==> config.mk <==
export PLATFORM = sky130hd
export DESIGN_NAME = program_counter
export DESIGN_NICKNAME = d
export VERILOG_FILES = /design/src/rtl/program_counter.sv
export SDC_FILE = /design/constraint.sdc
export NUM_CORES = 1
export LEC_CHECK = 0
export ABC_AREA = 1
export CAP_MARGIN = 40
export CORE_ASPECT_RATIO = 1.5
export CORE_UTILIZATION = 45
export CTS_BUF_LIST = sky130_fd_sc_hd__clkbuf_4 sky130_fd_sc_hd__clkbuf_8
export CTS_CLUSTER_DIAMETER = 200
export DETAILED_ROUTE_END_ITERATION = 10
export HOLD_SLACK_MARGIN = 0.15
export PLACE_DENSITY = 0.73
export SETUP_SLACK_MARGIN = 0.5
export SYNTH_ARGS = -nofsm -noshare
export SYNTH_HDL_FRONTEND = slang
export SYNTH_SLANG_ARGS = --single-unit
==> constraint.sdc <==
create_clock -name clk -period 2.25 [get_ports clk]
set_input_delay 0.5625 -clock clk [delete_from_list [all_inputs] [get_ports clk]]
set_output_delay 0.5625 -clock clk [all_outputs]
set_load 0.01 [all_outputs]
==> src/rtl/program_counter.sv <==
// Program counter for a single-cycle ARM-style datapath. Each cycle it selects
// PC+4, a PC-relative branch target or an absolute register target.

module full_adder (
   input  logic [63:0] a,
   input  logic [63:0] b,
   output logic [63:0] sum
);
   // Two's-complement wrap: the carry-out is dropped.
   assign sum = a + b;
endmodule

module mux2to1 (
   input  logic        sel,
   input  logic [63:0] in0,
   input  logic [63:0] in1,
   output logic [63:0] out
);
   assign out = sel ? in1 : in0;
endmodule

module resettable_generator (
   input  logic        clk,
   input  logic        reset,
   input  logic        en,
   input  logic [63:0] d,
   output logic [63:0] q
);
   // NOTE: non-blocking assignment keeps every flop sampling pre-edge values.
   always_ff @(posedge clk or negedge reset) begin
      if (!reset)
         q <= '0;
      else if (en)
         q <= d;
   end
endmodule

module program_counter (
   input  logic        clk,
   input  logic        reset,
   input  logic        UncondBr,
   input  logic        BrTaken,
   input  logic        BranchToReg,
   input  logic [25:0] BrAddr26,
   input  logic [18:0] CondAddr19,
   input  logic [63:0] RegAddress,
   output logic [63:0] PC,
   output logic [63:0] PCPlusFour
);
   logic [63:0] off19;
   logic [63:0] off26;
   logic [63:0] off;
   logic [63:0] off_bytes;
   logic [63:0] rel_target;
   logic [63:0] br_addr;
   logic [63:0] next_pc;

   assign off19 = {{45{CondAddr19[18]}}, CondAddr19};
   assign off26 = {{38{BrAddr26[25]}}, BrAddr26};

   mux2to1 u_off_mux (
      .sel (UncondBr),
      .in0 (off19),
      .in1 (off26),
      .out (off)
   );

   // Offsets count instructions; shifting by two turns them into bytes.
   assign off_bytes = off << 2;

   full_adder u_plus_four (
      .a   (PC),
      .b   (64'd4),
      .sum (PCPlusFour)
   );

   full_adder u_rel_adder (
      .a   (PC),
      .b   (off_bytes),
      .sum (rel_target)
   );

   mux2to1 u_target_mux (
      .sel (BranchToReg),
      .in0 (rel_target),
      .in1 (RegAddress),
      .out (br_addr)
   );

   mux2to1 u_next_mux (
      .sel (BrTaken),
      .in0 (PCPlusFour),
      .in1 (br_addr),
      .out (next_pc)
   );

   // No stall input exists, so the PC register loads every cycle.
   resettable_generator u_pc_reg (
      .clk   (clk),
      .reset (reset),
      .en    (1'b1),
      .d     (next_pc),
      .q     (PC)
   );
endmodule

==> flow_summary.json, run 1 <==
{
  "status": "aborted with a tool error",
  "lastStage": "4_1_cts",
  "first-error": "[ERROR DPL-0033] detailed placement checks failed during check placement.",
  "synth.top_cell.area_share": 0.301,
  "synth_warnings": 0,
  "gp_congestion": 1.12,
  "synth_seq_cells": 64,
  "synth_nets": 2178,
  "port_buffers": 241,
  "cts_resized": 1409,
  "ys_seq_area_frac": 0.152,
  "cts_hold_buf": 1,
  "postCtsSetupBuffers": 152,
  "cts_sinks": 64,
  "syn_avg_cell_area_um2": 5.26,
  "ios": 242,
  "yosys.area.top_type": "nand2_1",
  "root_buffer": "clkbuf_8",
  "synth_edf_count": 0,
  "dp_slack_ns": -1.55,
  "synth_area_leaders": "nand2_1, dfrtp_1, inv_1, nor2_1, ha_1",
  "die_h_um": 189,
  "dp_cells": 3005,
  "post_dp_cell_area_mm2": 0.0176,
  "async_flop_share": 1.00,
  "num_rows": 68,
  "die_x_um": 127,
  "netlist_area_mm2": 0.0105,
  "synth_cells": 2001,
  "cts_buffer_depth": 2,
  "yosysUniqueCellTypes": 41,
  "floorplan.initialDensity": 0.458,
  "cts_htree_levels": 3,
  "synthFlopType": "dfrtp_1",
  "cts_buffers": 9,
  "dp_hpwl_um": 50000
}
## metrics by stage
| stage | hold WS (ns) | setup TNS [ns] |
|---|---|---|
| 3_5_place_dp | 0.489 | -107.57 |
| 3_3_place_gp | 0.488 | -102.17 |
| 2_1_floorplan | 0.267 | -6.60 |
## logic make-up after synthesis
family | after synthesis | synth area share
adder cells (fa/ha/maj) | 63 | 0.0757
AO/OA/AOI/OAI | 133 | 0.0695
XOR/XNOR | 76 | 0.0633
flip-flops | 64 | 0.152
buffers and inverters | 386 | 0.139
AND/OR/NAND/NOR | 1279 | 0.501
## synth_stat cells (2+ instances only)
library cell	instances
a22oi_1	5
nand3_1	104
nor2_4	3
nor3_2	6
a21oi_1	66
o21ai_0	40
a31oi_1	2
or2_2	7
ha_1	62
xnor2_1	19
inv_1	354
buf_4	2
o22ai_1	5
and2_1	5
nor4_1	6
o211ai_1	3
and3_1	3
nand3b_1	7
xor2_1	57
buf_1	2
nor2_1	212
a21o_1	2
clkbuf_1	23
nand2_2	3
nand4_1	24
inv_2	2
nor2_2	2
dfrtp_1	64
nor4_2	3
clkinv_1	2
nand2_1	844
nor3_1	47
o21bai_1	7
==> inputs of run 2 (changes only) <==
==> config.mk (replaced) <==
export PLATFORM = sky130hd
export DESIGN_NAME = program_counter
export DESIGN_NICKNAME = d
export VERILOG_FILES = /design/src/rtl/program_counter.sv
export SDC_FILE = /design/constraint.sdc
export NUM_CORES = 1
export LEC_CHECK = 0
export ABC_AREA = 1
export CAP_MARGIN = 40
export CORE_UTILIZATION = 30
export DETAILED_ROUTE_END_ITERATION = 10
export PLACE_DENSITY_LB_ADDON = 0.15
export SYNTH_ARGS = -nofsm -noshare
export SYNTH_HDL_FRONTEND = slang
export SYNTH_SLANG_ARGS = --single-unit
==> run 2 against run 1 <==
Effect of this change:
- synthesized area unchanged
- the flow now finishes, with violations (setup timing)
- synthesized cell count unchanged
==> flow_summary.json, run 2 <==
{
  "die-area_mm2": 0.0358,
  "synth_cells": 2001,
  "worst-path-stages": 11,
  "floorplan.initialDensity": 0.304,
  "path_clk_slew_ns": 0.07,
  "drc_errors": 0,
  "synth_edf_count": 0,
  "die_x_um": 189,
  "syn_avg_cell_area_um2": 5.26,
  "wirelength_um": 70300,
  "synth_seq_cells": 64,
  "synth_compound_area_frac": 0.0695,
  "critical_path.startpoint": "u_pc_reg.q[24]$_DFF_PN0_",
  "largest_reg_flops": 64,
  "vias": 17000,
  "cts_buffers": 9,
  "cts_buffer_depth": 2,
  "synth_warnings": 0,
  "yosysUniqueCellTypes": 41,
  "synth_xor_area_frac": 0.0633,
  "status": "complete, but fails checks",
  "dp_slack_ns": -1.42,
  "synth_mux_area_frac": 0,
  "fin_crit_ns": 2.91,
  "dp_cells": 3144,
  "cp_slowest_stage_delay_ns": 0.41,
  "layout_commonest_cell": "buf_4",
  "hp-class": "primary input to async pin",
  "cp_data_arrival_time_ns": 2.35,
  "vias_per_cell": 5.08,
  "final-setup-viol-count": 111,
  "route.met3.wl_um": 4880,
  "start_kind": "flop",
  "yosys.area.top_type": "nand2_1",
  "clk_latency_ns": 0.36,
  "ir_drop_mv": 0.499,
  "synthFlopType": "dfrtp_1",
  "port_buffers": 241,
  "grt_max_degree": 67,
  "critPathKind": "flop to primary output",
  "fin_util": 0.740,
  "rr_endpoint": "u_pc_reg.q[57]$_DFF_PN0_",
  "fillCellCount": 2575,
  "async_flop_share": 1.00,
  "power.density_mw_per_mm2": 836,
  "critical_path.top_delay_family": "buffers and inverters",
  "root_buffer": "clkbuf_16",
  "cp.buffers_inverters": 6,
  "reg_top3": "u_pc_reg.q (64)",
  "leakagePower_nw": 12.7,
  "antenna_cells": 0,
  "cts_tree": "done",
  "top_register": "u_pc_reg.q",
  "gp_congestion": 1.00,
  "synth-simple-area-share": 0.501,
  "highest_layer": "met4",
  "wl_per_cell_um": 21.0,
  "end_kind": "primary output",
  "antenna_found_initial": 0,
  "core-area_mm2": 0.0345,
  "timing.final.crit_share": 1.29,
  "reg2reg_depth": 20,
  "slew_headroom": 0.667,
  "drv_cap": 0,
  "synth_top_family_by_area": "simple AND/OR/NAND/NOR gates",
  "layout-drive-gt1-share": 0.637,
  "cts_sinks": 64,
  "ys_seq_area_frac": 0.152,
  "timing.final.ws_setup_ns": -0.662,
  "synth_adder_area_share": 0.0757,
  "rsz0062_at_grt": "yes",
  "synth.top_cell.area_share": 0.301,
  "cpMaxStageDelayCell": "dfrtp_2",
  "violations": "setup timing",
  "final_cells": 3342,
  "synth_nets": 2178,
  "fin_hold_ws_ns": 0.200,
  "hold_viol_final": 0,
  "path_cells": "clkinvlp_4 > buf_4 > nor3_4 > buf_4 > nand2_4 > buf_6 > nor2_4 > buf_6 > nand2_4 > xor2_2 > buf_2",
  "mostFrequentLayoutCells": "buf_4, nand2_1, nand2_2",
  "final_nets": 3059,
  "drt-pass1-iter-count": 5,
  "fmax_ghz": 0.343,
  "crit_required_ns": 1.69,
  "cts_hold_buf": 0,
  "crit_end": "PCPlusFour[33]",
  "netlist_area_mm2": 0.0105,
  "track_usage": 0.360,
  "grt_pass1_vias": 16000,
  "synth_common_cells": "nand2_1, inv_1, nor2_1",
  "yosys.cell_count.top_type": "nand2_1",
  "die_h_um": 189,
  "fin_worst_skew_ns": 0.0117,
  "dp_hpwl_um": 51500,
  "timing.reg2reg.setup_slack_ns": -0.30,
  "wl_met2_um": 32400,
  "cp_max_fo": 5,
  "drtIter0Drc": 1287,
  "ios": 242,
  "wl_met1_um": 30000,
  "num_rows": 68,
  "synth_area_leaders": "nand2_1, dfrtp_1, inv_1, nor2_1, ha_1",
  "ant_nets": 0,
  "areaGrowthSynthToFinish_pct": 143,
  "grt.overflow.total": 0,
  "worstReg2RegStart": "u_pc_reg.q[30]$_DFF_PN0_",
  "cts_htree_levels": 3,
  "drv_slew": 0,
  "worst_pin_slew_ns": 0.495,
  "grt_pass1_wl_um": 95800
}
-- run 2: layer usage --
metal  track usage  up-vias
li1              -     7887
met3        0.0315      170
met1         0.511     8196
met4         0.106        0
met2         0.578      724
met5             0        -
-- run 2: kinds of logic after synthesis --
family                   Yosys count
AO/OA/AOI/OAI                    133
XOR/XNOR                          76
adder cells (fa/ha/maj)           63
buffers and inverters            386
flip-flops                        64
AND/OR/NAND/NOR                 1279
-- run 2: power by group --
group / internal [mW] / switching, mW / leakage (nW)
clock network: 0.888 / 0.630 / 0.145
logic: 8.26 / 9.71 / 11.9
registers: 1.46 / 0.426 / 0.733
-- run 2: worst min-delay path by stage --
stage | from | endpoint | cells after the start
6_report | reset | u_pc_reg.q[55]$_DFF_PN0_ | 2
5_1_grt | reset | u_pc_reg.q[55]$_DFF_PN0_ | 2
3_5_place_dp | u_pc_reg.q[1]$_DFFE_PN0P_ | u_pc_reg.q[1]$_DFFE_PN0P_ | 2
3_3_place_gp | u_pc_reg.q[1]$_DFFE_PN0P_ | u_pc_reg.q[1]$_DFFE_PN0P_ | 2
4_1_cts | reset | u_pc_reg.q[32]$_DFF_PN0_ | 2
2_1_floorplan | reset | u_pc_reg.q[0]$_DFFE_PN0P_ | 0
-- run 2: what timing repair did --
item,CTS,global route
cloned,5,0
hold endpoints to repair,0,0
pin swaps,340,503
gates resized for setup,1240,703
setup endpoints to repair,119,118
buffers inserted,118,97
-- run 2: area by class of cell --
cell class | instances | area [um^2] | share of cell area
multi-input combinational | 1554 | 13700 | 0.536
timing repair buffer | 895 | 7960 | 0.312
sequential | 64 | 1630 | 0.0637
inverter | 358 | 1390 | 0.0545
tap | 455 | 569 | 0.0223
clock buffer | 11 | 243 | 0.00950
clock inverter | 5 | 56.3 | 0.00220
-- run 2: per-stage QoR --
stage	cell area (um^2)	TNS, ns	total power [mW]
floorplan	11000	-6.66	6.65
global placement	17400	-100.13	12.9
detailed placement	17400	-100.26	13.0
CTS	22400	-32.70	17.9
global route	25500	-46.91	22.3
finish	25500	-38.94	21.4
Power figures use the tool's default switching activity.
==> RTL edit, RTL diff (settings of run 2) <==
Make the reset (`reset`) synchronous in one clocked block.
--- a/src/rtl/program_counter.sv
+++ b/src/rtl/program_counter.sv
@@ -29,3 +29,3 @@
    // NOTE: non-blocking assignment keeps every flop sampling pre-edge values.
-   always_ff @(posedge clk or negedge reset) begin
+   always_ff @(posedge clk) begin
       if (!reset)
Check against the original RTL: differs if reset is asserted again (counterexample within 4 cycles, from zero or initial values and one cycle with reset low); with reset held inactive, the same outputs for 4 cycles.
==> RTL edit against run 2 <==
Design area up 4.3%. Fmax up 3.4%. Sequential cell count unchanged. Worst setup slack better by 0.097 ns. Routed wire length up 10%. Critical path depth unchanged. Area after synthesis down 0.93%. The run still ends with setup timing left.
Power is not compared: it rests on default switching activity, and its combinational part moved more than twofold at a synthesized area within 25%.
==> RTL edit: results (changes against run 2) <==
| Metric | Value |
|---|---|
| Clock Skews | 0.0175 ns (+0.00575 ns) |
| Cells on worst reg2reg path | 18 (-10%) |
| Slowest CP cell | dfxtp_4 |
| Run status | complete, but fails checks |
| Top_reg_cell synth | dfxtp_1 |
| Violated checks | setup timing |
| DRT Pass-1 Iters | 7 (+2) |
| Gp weighted congestion | 1.05 (+5.3%) |
| Initial antenna violation count | 2 (+2) |
| Post-synth ARST share | 0 (-1.00) |
| # nets final | 3,179 (+3.9%) |
| Critical-path maximum fanout | 4 (-1) |
| # setup viols final | 113 (+1.8%) |
| Arrival time at the worst endpoint | 2.25 ns (-0.10 ns) |
| Register area share after synthesis | 0.123 (-0.0293) |
| HPWL after DPL | 54,500 um (+5.8%) |
| Tightest Pin Transition | 0.478 ns (-0.0168 ns) |
| Dpl cell area | 18,300 sq um (+5.1%) |
| Syn_area_per_cell | 5.18 sq um (-1.4%) |
| Reg-to-reg startpoint | u_pc_reg.q[2]$_SDFF_PN0_ |
| Worst Hold Class | reg2reg |
| Vias in the first global route | 16,900 (+5.6%) |
| Synth cell count leaders | nand2_1, inv_1, nor2_1, nand3_1, a21oi_1 |
| Final setup margin | -0.565 ns (+0.0966 ns) |
| Cell variety after synth | 44 (+7.3%) |
| DR WL/cell | 22.5 um (+6.8%) |
==> RTL edit: cell types whose count changed after synthesis, moves of 7 or more <==
cell      before  now
dfrtp_1       64    0
nand2_1      844  787
nor2_1       212  228
o21ai_0       40   30
nor3_1        47   31
nor3_2         6   15
a21oi_1       66   99
xor2_1        57   65
inv_2          2    9
dfxtp_1        0   64
o21bai_1       7   18
==> RTL edit: through the flow <==
step | TNS (ns) | setup slack, ns
after floorplan | -7.47 | -0.323
after global placement | -97.50 | -1.38
after detailed placement | -97.56 | -1.35
after CTS | -27.08 | -0.462
after global routing | -39.04 | -0.605
final | -32.72 | -0.565
==> RTL edit: cell type report <==
cell class                      instances  area (sq um)
Fill cell                            2223          7210
Multi-Input combinational cell       1559         13900
Clock inverter                          4          45.0
Tap cell                              448           561
Sequential cell                        64          1420
Clock buffer                           11           243
Timing Repair Buffer                 1010          9110
Inverter                              358          1390
==> RTL edit: cells by family (layout without fill, tap and decap cells) <==
logic type | after synthesis | after routing | share of synthesized area
simple gates | 1238 | 1241 | 0.495
buf+inv | 391 | 1383 | 0.142
compound gates | 170 | 170 | 0.0915
xor+xnor | 85 | 85 | 0.0722
flops | 64 | 64 | 0.123
fa+ha+maj | 63 | 63 | 0.0764
==> RTL edit: worst min-delay path by stage <==
| stage | depth (start not counted) | slack [ns] | endpoint |
|---|---|---|---|
| final | 2 | 0.53 | u_pc_reg.q[1]$_SDFFE_PN0P_ |
| after detailed placement | 2 | 0.51 | u_pc_reg.q[1]$_SDFFE_PN0P_ |
| after CTS | 2 | 0.52 | u_pc_reg.q[1]$_SDFFE_PN0P_ |
| after floorplan | 2 | 0.52 | u_pc_reg.q[0]$_SDFFE_PN0P_ |
| after global routing | 2 | 0.55 | u_pc_reg.q[1]$_SDFFE_PN0P_ |
| after global placement | 2 | 0.50 | u_pc_reg.q[0]$_SDFFE_PN0P_ |
==> RTL edit: critical path: cells and delay by family (launching register included) <==
kind          cells  cell delay, ns
buf+inv           6            0.81
xor+xnor          1            0.14
flops             1            0.39
simple gates      4            0.55
==> RTL edit: per-layer routing <==
layer / routed length, um / up-vias / part of all wire / track usage
met3: 7260 / 272 / 0.094 / 0.0574
met5: 26 / - / 0.00034 / 0
met1: 31000 / 8715 / 0.40 / 0.533
met4: 4100 / 4 / 0.053 / 0.139
met2: 35200 / 1049 / 0.45 / 0.616
li1: - / 8177 / - / -
==> RTL edit: power by group through the flow <==
| stage | Sequential (uW) | Combinational (uW) | Clock (uW) |
|---|---|---|---|
| 3_5_place_dp | 1400 | 4850 | 0 |
| 5_1_grt | 1430 | 7690 | 1550 |
| 3_3_place_gp | 1400 | 4830 | 0 |
| 6_report | 1430 | 7390 | 1510 |
| 4_1_cts | 1410 | 6140 | 1480 |
| 2_1_floorplan | 1470 | 1990 | 0 |
